<file path="src/rtl/mgt_01_mul_arbiter_if.sv">
// Request/response channels of both requesters plus the shared multiplier hookup.
// Slave is the arbiter's view; master is the requester/multiplier side.
interface mgt_01_mul_arbiter_if #(
    parameter int XLEN = 32
);
    logic            req0_valid_i;
    logic            req0_ready_o;
    logic [XLEN-1:0] req0_multiplier_i;
    logic [XLEN-1:0] req0_multiplicand_i;
    logic            req1_valid_i;
    logic            req1_ready_o;
    logic [XLEN-1:0] req1_multiplier_i;
    logic [XLEN-1:0] req1_multiplicand_i;
    logic            resp0_valid_o;
    logic            resp0_ready_i;
    logic            resp1_valid_o;
    logic            resp1_ready_i;
    logic [XLEN-1:0] resp_result_o;
    logic            mul_clk_en_o;
    logic [XLEN-1:0] mul_multiplier_o;
    logic [XLEN-1:0] mul_multiplicand_o;
    logic [XLEN-1:0] mul_result_i;
    logic            mul_valid_i;

    modport slave (
        input  req0_valid_i, req0_multiplier_i, req0_multiplicand_i,
        input  req1_valid_i, req1_multiplier_i, req1_multiplicand_i,
        input  resp0_ready_i, resp1_ready_i, mul_result_i, mul_valid_i,
        output req0_ready_o, req1_ready_o, resp0_valid_o, resp1_valid_o,
        output resp_result_o, mul_clk_en_o, mul_multiplier_o, mul_multiplicand_o
    );

    modport master (
        output req0_valid_i, req0_multiplier_i, req0_multiplicand_i,
        output req1_valid_i, req1_multiplier_i, req1_multiplicand_i,
        output resp0_ready_i, resp1_ready_i, mul_result_i, mul_valid_i,
        input  req0_ready_o, req1_ready_o, resp0_valid_o, resp1_valid_o,
        input  resp_result_o, mul_clk_en_o, mul_multiplier_o, mul_multiplicand_o
    );
endinterface

</file>
<file path="src/rtl/mgt_01_mul_arbiter.sv">
// Round-robin arbiter sharing one iterative Booth multiplier between the M-unit (port 0)
// and the FPU mantissa path (port 1), with flush/drain and a latency watchdog.
//
// state    | meaning
// ---------+-------------------------------------------------------------
// ST_IDLE  | waiting for a request; accepts only while multiplier is idle
// ST_BUSY  | multiplier iterating for owner_q; capture result on mul_valid
// ST_RESP  | result held on resp_result_o until owner's response handshake
// ST_DRAIN | flushed op still iterating; result discarded on mul_valid
// ST_ERR   | watchdog expired; everything quiet until reset
module mgt_01_mul_arbiter #(
    parameter int XLEN    = 32,
    parameter int TIMEOUT = 20
) (
    input  logic                clk_i,
    input  logic                rst_n_i,
    input  logic                flush_i,
    mgt_01_mul_arbiter_if.slave bus,
    output logic                err_o
);
    localparam int WDW = $clog2(TIMEOUT + 1);
    localparam logic [WDW-1:0] WD_LAST = WDW'(TIMEOUT - 1);

    typedef enum logic [2:0] {
        ST_IDLE,
        ST_BUSY,
        ST_RESP,
        ST_DRAIN,
        ST_ERR
    } state_t;

    state_t          state_q;
    logic            ptr_q;
    logic            owner_q;
    logic            err_q;
    logic [XLEN-1:0] result_q;
    logic [WDW-1:0]  wdog_q;

    logic grant;
    logic idle_ok;
    logic rdy0;
    logic rdy1;
    logic accept;
    logic iterating;
    logic resp_hs;

    always_comb begin
        grant = bus.req1_valid_i;
        if (bus.req0_valid_i && bus.req1_valid_i) begin
            grant = ptr_q;
        end
    end

    // A low mul_valid_i in IDLE means the multiplier is out of step: refuse work.
    assign idle_ok   = (state_q == ST_IDLE) && bus.mul_valid_i && !flush_i;
    assign rdy0      = idle_ok && bus.req0_valid_i && !grant;
    assign rdy1      = idle_ok && bus.req1_valid_i && grant;
    assign accept    = rdy0 || rdy1;
    assign iterating = (state_q == ST_BUSY) || (state_q == ST_DRAIN);
    assign resp_hs   = owner_q ? bus.resp1_ready_i : bus.resp0_ready_i;

    always_comb begin
        bus.mul_multiplier_o   = '0;
        bus.mul_multiplicand_o = '0;
        if (rdy0) begin
            bus.mul_multiplier_o   = bus.req0_multiplier_i;
            bus.mul_multiplicand_o = bus.req0_multiplicand_i;
        end else if (rdy1) begin
            bus.mul_multiplier_o   = bus.req1_multiplier_i;
            bus.mul_multiplicand_o = bus.req1_multiplicand_i;
        end
    end

    // Enable drops in the cycle mul_valid_i returns so the multiplier does not reload.
    assign bus.mul_clk_en_o  = accept || (iterating && !bus.mul_valid_i);
    assign bus.req0_ready_o  = rdy0;
    assign bus.req1_ready_o  = rdy1;
    assign bus.resp0_valid_o = (state_q == ST_RESP) && !owner_q;
    assign bus.resp1_valid_o = (state_q == ST_RESP) && owner_q;
    assign bus.resp_result_o = result_q;
    assign err_o             = err_q;

    always_ff @(posedge clk_i or negedge rst_n_i) begin
        if (!rst_n_i) begin
            state_q  <= ST_IDLE;
            ptr_q    <= 1'b0;
            owner_q  <= 1'b0;
            err_q    <= 1'b0;
            result_q <= '0;
            wdog_q   <= '0;
        end else begin
            case (state_q)
                ST_IDLE: begin
                    if (accept) begin
                        owner_q <= grant;
                        ptr_q   <= ~grant;
                        wdog_q  <= '0;
                        state_q <= ST_BUSY;
                    end
                end
                ST_BUSY: begin
                    if (bus.mul_valid_i) begin
                        if (flush_i) begin
                            state_q <= ST_IDLE;
                        end else begin
                            result_q <= bus.mul_result_i;
                            state_q  <= ST_RESP;
                        end
                    end else if (wdog_q == WD_LAST) begin
                        err_q   <= 1'b1;
                        state_q <= ST_ERR;
                    end else if (flush_i) begin
                        wdog_q  <= '0;
                        state_q <= ST_DRAIN;
                    end else begin
                        wdog_q <= wdog_q + WDW'(1);
                    end
                end
                ST_DRAIN: begin
                    if (bus.mul_valid_i) begin
                        state_q <= ST_IDLE;
                    end else if (wdog_q == WD_LAST) begin
                        err_q   <= 1'b1;
                        state_q <= ST_ERR;
                    end else begin
                        wdog_q <= wdog_q + WDW'(1);
                    end
                end
                ST_RESP: begin
                    if (resp_hs || flush_i) begin
                        state_q <= ST_IDLE;
                    end
                end
                ST_ERR: begin
                    state_q <= ST_ERR;
                end
                default: begin
                    state_q <= ST_IDLE;
                end
            endcase
        end
    end
endmodule

</file>
<file path="src/flat_wrapper.sv">
// flat-port wrapper written by rule: the top's interface ports become plain ports
module mgt_01_mul_arbiter_flat 
#(
    parameter int XLEN    = 32,
    parameter int TIMEOUT = 20
)
  (clk_i, rst_n_i, flush_i, err_o, bus_req0_valid_i, bus_req0_multiplier_i, bus_req0_multiplicand_i, bus_req1_valid_i, bus_req1_multiplier_i, bus_req1_multiplicand_i, bus_resp0_ready_i, bus_resp1_ready_i, bus_mul_result_i, bus_mul_valid_i, bus_req0_ready_o, bus_req1_ready_o, bus_resp0_valid_o, bus_resp1_valid_o, bus_resp_result_o, bus_mul_clk_en_o, bus_mul_multiplier_o, bus_mul_multiplicand_o);
  mgt_01_mul_arbiter_if #(.XLEN(XLEN)) bus_i ();
  input  logic clk_i;
  input  logic rst_n_i;
  input  logic flush_i;
  output logic err_o;
  input wire logic [$bits(bus_i.req0_valid_i)-1:0] bus_req0_valid_i;
  input wire logic [$bits(bus_i.req0_multiplier_i)-1:0] bus_req0_multiplier_i;
  input wire logic [$bits(bus_i.req0_multiplicand_i)-1:0] bus_req0_multiplicand_i;
  input wire logic [$bits(bus_i.req1_valid_i)-1:0] bus_req1_valid_i;
  input wire logic [$bits(bus_i.req1_multiplier_i)-1:0] bus_req1_multiplier_i;
  input wire logic [$bits(bus_i.req1_multiplicand_i)-1:0] bus_req1_multiplicand_i;
  input wire logic [$bits(bus_i.resp0_ready_i)-1:0] bus_resp0_ready_i;
  input wire logic [$bits(bus_i.resp1_ready_i)-1:0] bus_resp1_ready_i;
  input wire logic [$bits(bus_i.mul_result_i)-1:0] bus_mul_result_i;
  input wire logic [$bits(bus_i.mul_valid_i)-1:0] bus_mul_valid_i;
  output wire logic [$bits(bus_i.req0_ready_o)-1:0] bus_req0_ready_o;
  output wire logic [$bits(bus_i.req1_ready_o)-1:0] bus_req1_ready_o;
  output wire logic [$bits(bus_i.resp0_valid_o)-1:0] bus_resp0_valid_o;
  output wire logic [$bits(bus_i.resp1_valid_o)-1:0] bus_resp1_valid_o;
  output wire logic [$bits(bus_i.resp_result_o)-1:0] bus_resp_result_o;
  output wire logic [$bits(bus_i.mul_clk_en_o)-1:0] bus_mul_clk_en_o;
  output wire logic [$bits(bus_i.mul_multiplier_o)-1:0] bus_mul_multiplier_o;
  output wire logic [$bits(bus_i.mul_multiplicand_o)-1:0] bus_mul_multiplicand_o;
  assign bus_i.req0_valid_i = bus_req0_valid_i;
  assign bus_i.req0_multiplier_i = bus_req0_multiplier_i;
  assign bus_i.req0_multiplicand_i = bus_req0_multiplicand_i;
  assign bus_i.req1_valid_i = bus_req1_valid_i;
  assign bus_i.req1_multiplier_i = bus_req1_multiplier_i;
  assign bus_i.req1_multiplicand_i = bus_req1_multiplicand_i;
  assign bus_i.resp0_ready_i = bus_resp0_ready_i;
  assign bus_i.resp1_ready_i = bus_resp1_ready_i;
  assign bus_i.mul_result_i = bus_mul_result_i;
  assign bus_i.mul_valid_i = bus_mul_valid_i;
  assign bus_req0_ready_o = bus_i.req0_ready_o;
  assign bus_req1_ready_o = bus_i.req1_ready_o;
  assign bus_resp0_valid_o = bus_i.resp0_valid_o;
  assign bus_resp1_valid_o = bus_i.resp1_valid_o;
  assign bus_resp_result_o = bus_i.resp_result_o;
  assign bus_mul_clk_en_o = bus_i.mul_clk_en_o;
  assign bus_mul_multiplier_o = bus_i.mul_multiplier_o;
  assign bus_mul_multiplicand_o = bus_i.mul_multiplicand_o;
  mgt_01_mul_arbiter #(.XLEN(XLEN), .TIMEOUT(TIMEOUT)) u_core (.clk_i(clk_i), .rst_n_i(rst_n_i), .flush_i(flush_i), .bus(bus_i), .err_o(err_o));
endmodule
</file>
<file path="config.mk">
export PLATFORM = sky130hd
export DESIGN_NAME = mgt_01_mul_arbiter_flat
export DESIGN_NICKNAME = d
export VERILOG_FILES = /design/src/rtl/mgt_01_mul_arbiter_if.sv /design/src/rtl/mgt_01_mul_arbiter.sv /design/src/flat_wrapper.sv
export SDC_FILE = /design/constraint.sdc
export NUM_CORES = 1
export LEC_CHECK = 0
export CAP_MARGIN = 20
export CORE_AREA = 2 2 106 108
export DETAILED_ROUTE_END_ITERATION = 6
export DIE_AREA = 0 0 108 110
export PLACE_DENSITY = 0.67
export SYNTH_ARGS = -nofsm -noshare
export SYNTH_HDL_FRONTEND = slang
export SYNTH_SLANG_ARGS = --single-unit
</file>
<file path="constraint.sdc">
create_clock -name clk_i -period 5.7 [get_ports clk_i]
set_clock_uncertainty 0.05 [all_clocks]
set_input_delay 1.14 -clock clk_i [delete_from_list [all_inputs] [get_ports clk_i]]
set_output_delay 1.14 -clock clk_i [all_outputs]
set_load 0.01 [all_outputs]
</file>
==> results.env <==
OUTCOME='finished clean'
MIN_PERIOD_NS=4.84
CORE.ROWCOUNT=38
FF2FF_SETUP_SLACK_NS=3.52
NUM_IO_PINS=270
WORST_FLOP_TO_FLOP_PATH_STARTPOINT='u_core.state_q[1]$_DFFE_PN0P_'
TIMING.HOLD.WORST.START='u_core.err_o$_DFFE_PN0P_'
SYNTH_CELL_TYPES=31
REMAINING_DRC_ERRORS=0
PORT_BUFFERS=269
CRITICAL_PATH_CLASS='in -> out'
FLOW.AREA_GROWTH_FROM_SYNTHESIS_PCT=117
GLOBAL_ROUTE.USAGE.TOTAL=0.164
CTS_BUFFER_DEPTH=2
CTS_REPAIR_RESIZE_COUNT=0
POWER.DENSITY_nW_PER_UM2=279
CHIPWIDTH_UM=108
DIE_FOOTPRINT_SQ_UM=11900
MET3_WIRELENGTH_UM=900
MAX-VDD-IR-DROP_mV=0.148
SLEW_HEADROOM=0.441
CRITPATHARRIVALTIME_NS=3.65
DIE_HEIGHT_UM=110
YOSYSWARNINGS=0
CRIT_PATH_END_KIND='output pin'
CLK_ROOT_BUFFER_CELL='clkbuf_8'
HOLDCRITPATHCLASS='reg -> reg'
CLOCK_LATENCY_AT_THE_LATER_PIN_OF_THE_WORST_SKEW_PAIR_NS=0.29
LAYOUT.CELLS.MOST_COMMON='clkdlybuf4s50_1'
DRIVE_ABOVE_1_SHARE=0.121
DP.FINAL_HPWL_UM=8540
SYNTHESIS.NETS=378
CTS_HTREE_LEVELS=2
DRV.MAX_CAP_VIOLATION_COUNT=0
MULTI_INPUT_COMB_AREA_SQ_UM=1280
GRT_FIRST_PASS_WIRELENGTH_UM=15200
WORST_EP_REQUIRED_TIME_NS=4.51
POWER.TOTAL_W=0.00151
COUNT_OF_FINAL_HOLD_CHECK_VIOLATIONS=0
FIN_NETS=641
VIA_COUNT_OF_THE_ROUTED_DESIGN=2832
CLOCK_SINKS=43
GP_CONGESTION=0.769
POST_CTS_BUFFERS=0
FINAL.FILL_COUNT=993
SETUP_VIOL_COUNT_FINAL=0
P_CLK_FRAC=0.156
SYNTH_ENABLE_FLOP_CELLS=0
RR_WORST_DEPTH=3
MIN_PERIOD_OVER_PERIOD=0.849
SYN_INST=209
NETSWITCHINGFRACTION=0.297
MAX_CLOCK_FREQ_MHz=207
P_INT_W=0.00106
FINALHOLDWORSTSLACK_NS=0.436
TIMING_WORST_SLEW_PIN_VALUE_NS=0.834
DETAILEDPLACE.WORSTSLACK_NS=0.843
SETUP_TNS_NS=0
POST_DRT_VIA_CELL_RATIO=4.62
LAYOUT_COMMON_CELLS='268 x clkdlybuf4s50_1, 64 x a22o_1, 43 x dfrtp_1, 33 x mux2_2, 7 x nor2_1'
DRT-INITIAL-DRC-COUNT=150
DETAILED_ROUTER_ITERATION_COUNT_BEFORE_ANTENNA_REPAIR=4
CTS_TREE='built'
POWER_SWITCHING_W=0.000449
TOP_LAYER_USED='met4'
DR_WL_MET2_UM=5400
GRT_ANTENNA_BEFORE_REPAIR=0
TIMING.HOLD.WORST_PATH_DEPTH=1
DOMINANTREGCELLSYNTH='dfrtp_1'
CRITPATHLAUNCHTYPE='primary input'
CRITPATHMAXFANOUT=41
DETAIL_ROUTE.WIRELENGTH_UM=10600
POWER_FRAC_SEQ=0.333
START_UTIL=0.233
LARGEST_NET_DEGREE_AT_THE_START_OF_GLOBAL_ROUTING=44
TIMING.RR.END='u_core.bus.resp_result_o[6]$_DFFE_PN0P_'
FIRST_GLOBAL_VIAS=2913
SETUP_REPAIR_AFTER_GLOBAL_ROUTING_MISSED_ITS_MARGIN='false'
CTS_INSERTED_BUFFERS=5
SYNTH_ASYNC_SR_FLOP_SHARE=1.00
SYNTH.AVG_CELL_AREA_SQ_UM=11.9
TIMING.CRITICAL_PATH.FROM='bus_mul_valid_i'
AVGROUTEDWIREPERCELL_UM=17.3
DIODES=0
LKG_PWR_nW=2.14
ANT_NETS=0
REGISTER_AREA_SHARE_AFTER_SYNTHESIS=0.431
DESIGN_AREA_SQ_UM=5430
POST_SYNTH_INSTANCE_AREA_SQ_UM=2500
CLK_TRANSITION_REPORTED_PATHS_NS=0.08
CTS_HOLD_REPAIR.BUFFERS=0
P_COMB_FRAC=0.511
COREAREA_SQ_UM=10700
PLACED_CELL_AREA_SQ_UM=5290
WL_MET1_UM=4130
REPORT.FINAL.SLEW_VIOL_COUNT=0
GRT-OVFL-TOTAL=0
YS_FF_LATCH=43
POSTLAYOUTSETUPSLACKWORST_NS=0.862
FINAL-SEQ-AREA_SQ_UM=1080
HOLD_PATH_END='u_core.err_o$_DFFE_PN0P_'
==> cells in the mapped netlist, types with 2 or more instances <==
library cell,number,area share
a22o_1,64,0.22
a32o_1,4,0.016
buf_2,11,0.022
buf_4,2,0.0060
buf_6,4,0.018
dfrtp_1,43,0.43
inv_1,5,0.0075
mux2_2,33,0.15
nand2_1,6,0.0090
nand2b_1,3,0.0075
nand3_1,3,0.0060
nand4_1,2,0.0050
nor2_1,7,0.011
o21ai_0,4,0.0080
o311ai_0,2,0.0070
==> layout make-up <==
type / count / area share
flip-flops and latches: 43 / 0.198
multi-input cells: 142 / 0.236
well taps: 140 / 0.0323
clock inverters: 3 / 0.00807
clock buffers: 5 / 0.0127
inverters: 7 / 0.00507
repair buffers: 273 / 0.508
==> cell families (layout without fill, tap and decap cells) <==
| logic type | after synthesis | in the layout | share of synthesized area |
|---|---|---|---|
| compound gates | 77 | 77 | 0.276 |
| fa+ha+maj | 1 | 1 | 0.00501 |
| flops | 43 | 43 | 0.431 |
| simple gates | 31 | 31 | 0.0827 |
| mux | 33 | 33 | 0.149 |
| buf+inv | 24 | 288 | 0.0571 |
==> critical path, stage by stage <==
cell and delay [ns]:
clkdlybuf4s50_1 0.55, nor3b_4 0.36, nand4_4 0.19, clkinv_2 0.37
buf_12 0.27, a22o_1 0.19, clkdlybuf4s50_1 0.56
==> flip-flops by register name (all words and copies together) (netlist names) <==
register,count
u_core.bus.resp_result_o,32
u_core.err_o,1
u_core.owner_q,1
u_core.ptr_q,1
u_core.state_q,3
u_core.wdog_q,5
==> worst max-delay path by stage <==
| stage | to | slack [ns] | cells past startpoint |
|---|---|---|---|
| finish | bus_mul_multiplicand_o[18] | 0.86 | 7 |
| global route | bus_mul_multiplicand_o[18] | 0.72 | 7 |
| CTS | bus_mul_multiplicand_o[18] | 0.83 | 7 |
| detailed placement | bus_mul_multiplicand_o[14] | 0.84 | 7 |
| global placement | bus_mul_multiplicand_o[18] | 0.89 | 7 |
| floorplan | bus_mul_multiplier_o[0] | 2.32 | 6 |
==> stage by stage <==
step           instances   util
2_1_floorplan        209      -
3_3_place_gp         604  0.495
3_5_place_dp         604  0.495
4_1_cts              612  0.505
5_1_grt              613  0.507
6_report             613  0.507
==> layer usage <==
layer | vias to the layer above | track usage
met5 | - | 0
met4 | 0 | 0.0394
met3 | 11 | 0.0517
met2 | 144 | 0.280
met1 | 1331 | 0.201
li1 | 1346 | -
==> power by group through the flow <==
stage	Sequential (W)	Combinational, W	Clock (W)
2_1_floorplan	0.000561	0.000245	0
3_3_place_gp	0.000503	0.000772	0
3_5_place_dp	0.000510	0.000779	0
4_1_cts	0.000504	0.000783	0.000247
5_1_grt	0.000520	0.000824	0.000264
6_report	0.000503	0.000774	0.000236
(Power assumes the default switching activity.)
